## src/rtl/simon_host_if.sv

```systemverilog
// Host-side word stage for the SIMON controller: packs N-bit host words into a
// 2N-bit block and M-word key, issues newData/newKey, and streams results back.
module simon_host_if #(
    parameter int N  = 16,
    parameter int M  = 4,
    parameter int Cw = 2
) (
    input  logic                clk,
    input  logic                R,
    input  logic [N-1:0]        din,
    input  logic                din_valid,
    input  logic                din_sel,
    input  logic                din_enc,
    output logic                din_ready,
    output logic [N-1:0]        dout,
    output logic                dout_valid,
    input  logic                dout_ready,
    output logic [2*N-1:0]      plain,
    output logic [M-1:0][N-1:0] key,
    output logic                newData,
    output logic                newKey,
    output logic                enc_dec,
    input  logic                ldData,
    input  logic                ldKey,
    input  logic                doneData,
    input  logic [2*N-1:0]      cipher,
    output logic                readData
);

    typedef enum logic [1:0] {D_FILL, D_REQ, D_BUSY} d_state_t;
    typedef enum logic [1:0] {K_FILL, K_REQ, K_BUSY} k_state_t;
    typedef enum logic [1:0] {O_IDLE, O_ACK, O_W0, O_W1} o_state_t;

    d_state_t       d_state_r, d_next_s;
    k_state_t       k_state_r, k_next_s;
    o_state_t       o_state_r, o_next_s;
    logic           d_cnt_r;
    logic [Cw-1:0]  k_cnt_r;
    logic           d_take_s, k_take_s;
    logic [2*N-1:0] cbuf_r;
    logic [N-1:0]   dout_next_s;

    // Words only enter while their own path is filling; others stall on the bus.
    assign din_ready = din_sel ? (k_state_r == K_FILL) : (d_state_r == D_FILL);

    // Data path next state
    always_comb begin
        d_next_s = d_state_r;
        d_take_s = 1'b0;
        case (d_state_r)
            D_FILL: begin
                if (din_valid && !din_sel) begin
                    d_take_s = 1'b1;
                    if (d_cnt_r) d_next_s = D_REQ;
                    else         d_next_s = D_FILL;
                end else begin
                    d_next_s = D_FILL;
                end
            end
            D_REQ:   if (ldData)  d_next_s = D_BUSY; else d_next_s = D_REQ;
            D_BUSY:  if (!ldData) d_next_s = D_FILL; else d_next_s = D_BUSY;
            default: d_next_s = D_FILL;
        endcase
    end

    // Data path registers: block assembly, direction latch and request flag
    always_ff @(posedge clk) begin
        if (R) begin
            d_state_r <= D_FILL;
            d_cnt_r   <= 1'b0;
            plain     <= '0;
            enc_dec   <= 1'b0;
            newData   <= 1'b0;
        end else begin
            d_state_r <= d_next_s;
            newData   <= (d_next_s == D_REQ);
            if (d_take_s) begin
                if (!d_cnt_r) begin
                    plain[2*N-1:N] <= din;
                    enc_dec        <= din_enc;
                    d_cnt_r        <= 1'b1;
                end else begin
                    plain[N-1:0]   <= din;
                    d_cnt_r        <= 1'b0;
                end
            end
        end
    end

    // Key path next state
    always_comb begin
        k_next_s = k_state_r;
        k_take_s = 1'b0;
        case (k_state_r)
            K_FILL: begin
                if (din_valid && din_sel) begin
                    k_take_s = 1'b1;
                    if (k_cnt_r == Cw'(M-1)) k_next_s = K_REQ;
                    else                     k_next_s = K_FILL;
                end else begin
                    k_next_s = K_FILL;
                end
            end
            K_REQ:   if (ldKey)  k_next_s = K_BUSY; else k_next_s = K_REQ;
            K_BUSY:  if (!ldKey) k_next_s = K_FILL; else k_next_s = K_BUSY;
            default: k_next_s = K_FILL;
        endcase
    end

    // Key path registers; key words only ever change while filling
    always_ff @(posedge clk) begin
        if (R) begin
            k_state_r <= K_FILL;
            k_cnt_r   <= '0;
            key       <= '0;
            newKey    <= 1'b0;
        end else begin
            k_state_r <= k_next_s;
            newKey    <= (k_next_s == K_REQ);
            if (k_take_s) begin
                key[k_cnt_r] <= din;
                k_cnt_r      <= (k_cnt_r == Cw'(M-1)) ? '0 : k_cnt_r + 1'b1;
            end
        end
    end

    // Output path next state and next output word (held while stalled)
    always_comb begin
        o_next_s    = o_state_r;
        dout_next_s = dout;
        case (o_state_r)
            O_IDLE:  if (doneData)   o_next_s = O_ACK;  else o_next_s = O_IDLE;
            O_ACK:   if (!doneData)  o_next_s = O_W0;   else o_next_s = O_ACK;
            O_W0:    if (dout_ready) o_next_s = O_W1;   else o_next_s = O_W0;
            O_W1:    if (dout_ready) o_next_s = O_IDLE; else o_next_s = O_W1;
            default: o_next_s = O_IDLE;
        endcase
        if (o_next_s == O_W0) begin
            dout_next_s = cbuf_r[2*N-1:N];
        end else if (o_next_s == O_W1) begin
            dout_next_s = cbuf_r[N-1:0];
        end else begin
            dout_next_s = dout;
        end
    end

    // Output path registers: result capture, acknowledge and word stream
    always_ff @(posedge clk) begin
        if (R) begin
            o_state_r  <= O_IDLE;
            cbuf_r     <= '0;
            readData   <= 1'b0;
            dout       <= '0;
            dout_valid <= 1'b0;
        end else begin
            o_state_r  <= o_next_s;
            readData   <= (o_next_s == O_ACK);
            dout_valid <= (o_next_s == O_W0) || (o_next_s == O_W1);
            dout       <= dout_next_s;
            if (o_state_r == O_IDLE && doneData) cbuf_r <= cipher;
        end
    end

endmodule

```

## config.mk

```make
export PLATFORM = sky130hd
export DESIGN_NAME = simon_host_if
export DESIGN_NICKNAME = d
export VERILOG_FILES = /design/src/rtl/simon_host_if.sv
export SDC_FILE = /design/constraint.sdc
export NUM_CORES = 1
export LEC_CHECK = 0
export CORE_ASPECT_RATIO = 0.75
export CORE_UTILIZATION = 45
export DETAILED_ROUTE_END_ITERATION = 12
export PLACE_DENSITY = 0.77
export SLEW_MARGIN = 20
export SYNTH_ARGS = -nofsm -noshare
export SYNTH_HDL_FRONTEND = slang
export SYNTH_SLANG_ARGS = --single-unit
```

## constraint.sdc

```tcl
create_clock -name clk -period 2.75 [get_ports clk]
set_input_delay 0.55 -clock clk [delete_from_list [all_inputs] [get_ports clk]]
set_output_delay 0.55 -clock clk [all_outputs]
set_load 0.005 [all_outputs]
```

# Word-level counts from Yosys, hierarchy flattened
# Cells that the tools add are included.
# op_classes
n_addsub	1
n_lt_le_gt_ge	2
eq_ne	13
mux	27
bitwise	1
n_reduce_logical	12
# ops
cell	count
$bwmux 64	1
$mux 16	3
$demux 16 s2	1
$mux 2	9
$eq 2x2->1 const B	7
$eq 2x1->1 const B	6
$pmux 2 s3	2
$mux 1	10
$pmux 2 s4	1
$logic_not 2->1	3
$logic_and 1x1->1	4
$reduce_and 2->1	2
$lt 2x3->1 const B	1
$add 2x1->2 const B	1
$ge 2x1->1 const B	1
$reduce_bool 2->1	1
$logic_not 1->1	1
$logic_or 1x1->1	1
$not 1->1	1
# totals
ff_bits	158
input_bits	57
out_inout_bits	118
wordCells	74

# Longest topological paths before layout
# logic_depth
word_depth	5
depth_mapped	7
depth_no_buf	5

# Least setup slack after synthesis
# Ideal clock, no wire load.
# synth_timing
kind	input -> register
from	input port din_sel
to	register plain[21]
setup_ps	71
arrival_time_ps	1537
required_ps	2679
path_slack_ps	1142
stages	5
path_buffers	1
path_cell_list	or4b_4 nor2_8 buf_8 nand2_1 a21oi_2
# synth_via
elab_chain_len	5
# synth_lines
element	line	text
start, declared	12	input logic din_sel,
$logic_not 1->1	52	if (din_valid && !din_sel) begin
$logic_and 1x1->1	52	
$mux 1	52	
$mux 1	50	case (d_state_r)
$reduce_and 2->1 (no source line)	-	
end signal, assigned by index	79	plain[2*N-1:N] <= din;
end signal, assigned by index	83	plain[N-1:0] <= din;
end, declared	18	output logic [2*N-1:0] plain,
# No other way between the ends.
# A chain may end at the register's enable or synchronous reset.

# Worst setup path in the final report
# layout_timing
from	input port din_sel
to	output port din_ready
# layout_via
elab_chain_len	1
# layout_lines
element	line	text
$mux 1	44	assign din_ready = din_sel ? (k_state_r == K_FILL) : (d_state_r == D_FILL);
end, declared	14	output logic din_ready,
# No other way between the ends.

==> results.md <==
* Critical path data arrival time at 1.91 ns
* Top-count cell post-synth: nand2_1
* Synth unique cells at 38
* Unrepaired setup endpoints after global routing: false
* Ant diodes at 0
* Syn_area_per_cell at 8.383 sq um
* Synth Flop Type: dfxtp_1
* Setup bufs post-CTS at 0
* Worst-Margin Slew at 1.063 ns
* Final Power at 0.005034 W
* CTS buffer count at 17
* Utilization after layout at 0.6511
* Synth top cells by count: 262 x nand2_1, 158 x dfxtp_1, 125 x a21oi_1
* FP Rows at 35
* Placer Congestion at 0.8802
* Syn_nets at 754
* Seq cells post-synth at 158
* VDD IR-drop max at 0.5933 mV
* # resized after CTS at 0
* Total Nets Final at 905
* Max transition margin at 0.2886
* Initial Utilization at 0.4671
* Share of post-route cells with drive strength above 1 at 0.06884
* CTS clk-pin slew, worst paths at 0.06 ns
* CTS H-Tree Depth at 4
* Clock Sinks at 158
* Worst hold slack at 0.4527 ns
* Fraction of registers with async set/reset at 0
* Clk_lat worst skew at 0.41 ns
* Post-Layout Cell Count at 1023
* Hold-fix buffers, CTS at 0
* Port Buffers at approximately 170
* Critical path class: in -> out
* Antenna violations before repair at 0
* Crit share post-route at 0.8947
* Crit path capture type: output port
* Fmax at 0.4064 GHz
* Setup crit start kind: input port
* Slew Limit Fails at 0
* Vias at 5251
* Endpoints failing setup at 0
* Placed Cells at 991
* CTS Buffer Depth at 2
* Number of I/O pins at 175
* Run status: finished, final reports clean
* Share of the synthesized area in the top cell type at 0.5445
* 1st-pass router iterations at 5
* Final hold violations at 0
* Vias/cell at just over 5
* Minimum clock period at 2.460 ns
* First-pass GRT wire length at 25.50 mm
* Leak Pwr at 2.848 nW
* Post-synthesis sequential area ratio at 0.5445
* CTS Root Cell: clkbuf_16
* Max-cap viol count at 0
* Drt total wl at 16.32 mm
* HPWL Detailed at 11.38 mm
* EDFF count, synth at 0
* Most area-consuming cells after synthesis: dfxtp_1 54%, nand2_1 17%, a21oi_1 11%
* Vias in the first global route at ~5000
* Die area at around 13000 sq um
* Chip width at 133.2 um
* Worst-path fanout max at 5
* DRT antenna net count at 0
* Setup tns final at 0 ns
* Synth Cell Area at 5809 sq um
* WL/cell at ~16 um
* Largest net degree at the start of global routing at 123
* Core Box Area at 12440 sq um
* First DRT Iteration DRCs at 320
* CP required at 2.20 ns
* PD cells at about 620 nW/um^2
* Hold Crit Class: reg -> reg
* Grt ovf at 0
* Yosys warns at 0
* GRT Total Usage at 0.2464
* Final Skew at 0.01054 ns
* CTS tree: done
* Final routed DRC violation total at 0
* Cells after Synth at 693
* Area Growth Syn to Fin at 39.39%
* Die height at approximately 100 um
* Area leader, netlist: dfxtp_1
## per-stage QoR
step | area, sq um | worst slack [ns]
after floorplan | 5809 | 1.142
after global placement | 7562 | 0.3501
after detailed placement | 7562 | 0.2201
after CTS | 8098 | 0.3027
after global routing | 8098 | 0.2292
final | 8098 | 0.2896
## sequential cells by signal, summed over array words and instances, names as in the netlist
signal / cells
dout_valid: 1
dout: 16
key: 64
newKey: 1
k_state_r: 2
k_cnt_r: 2
cbuf_r: 32
newData: 1
enc_dec: 1
plain: 32
d_cnt_r: 1
readData: 1
d_state_r: 2
o_state_r: 2
## critical path, cell delays in order
cell and delay, ns:
clkdlybuf4s50_1 0.50, o31ai_1 0.32, clkdlybuf4s50_1 0.55
## report_power, final
part           internal, W  leakage, nW  switching, W
registers          0.00237         1.28     0.0000487
clock network      0.00116        0.264      0.000974
logic             0.000230         1.30      0.000250
total              0.00376         2.85       0.00127
## worst paths after layout
| path | cells past startpoint | to | slack [ns] | start |
|---|---|---|---|---|
| setup / recovery | 3 | din_ready | 0.29 | din_sel |
| hold / removal | 2 | key[48] | 0.45 | key[48] |
| setup reg to reg | 4 | dout[14] | 0.83 | o_state_r[0] |
| hold reg to reg | 2 | key[48] | 0.45 | key[48] |
## cell families (layout without fill, tap and decap cells)
| family | after synthesis | in the layout | share of synthesized area |
|---|---|---|---|
| buffers and inverters | 54 | 218 | 0.04824 |
| AO/OA/AOI/OAI | 161 | 161 | 0.1592 |
| XOR/XNOR | 3 | 3 | 0.004524 |
| AND/OR/NAND/NOR | 299 | 299 | 0.2109 |
| flip-flops | 158 | 158 | 0.5445 |
| adder cells (fa/ha/maj) | 4 | 4 | 0.008615 |
| multiplexers | 14 | 14 | 0.02412 |
## layer usage
layer  vias to the layer above  routed length [um]  track usage
met5                         -                   0            0
li1                       2567                   -            -
met4                         0                 229      0.09441
met3                        18                1085      0.06616
met1                      2480                7465       0.3194
met2                       186                7536       0.3943
## layout make-up
cell class                      instances  area, sq um
Tap cell                              166        207.7
Timing Repair Buffer                  181         1804
Clock inverter                         15        110.1
Clock buffer                           17        425.4
Sequential cell                       158         3163
Multi-Input combinational cell        481         2369
Fill cell                            1002         4339
Inverter                                5        18.77
## cell usage in the layout (no fill, tap or decap), drive strengths merged, types with 2 or more instances in the layout
cell / synthesis / final
a21oi: 135 / 135
a221oi: 4 / 4
and2: 5 / 5
buf: 28 / 8
clkbuf: 21 / 17
clkdlybuf4s50: 0 / 173
clkinv: 0 / 8
clkinvlp: 0 / 2
dfxtp: 158 / 158
ha: 4 / 4
inv: 5 / 10
mux2i: 14 / 14
nand2: 266 / 266
nand2b: 4 / 4
nor2: 13 / 13
nor3b: 3 / 3
o21ai: 2 / 2
o2bb2ai: 14 / 14
xnor2: 3 / 3
No activity file was read; power rests on OpenSTA's default activity.
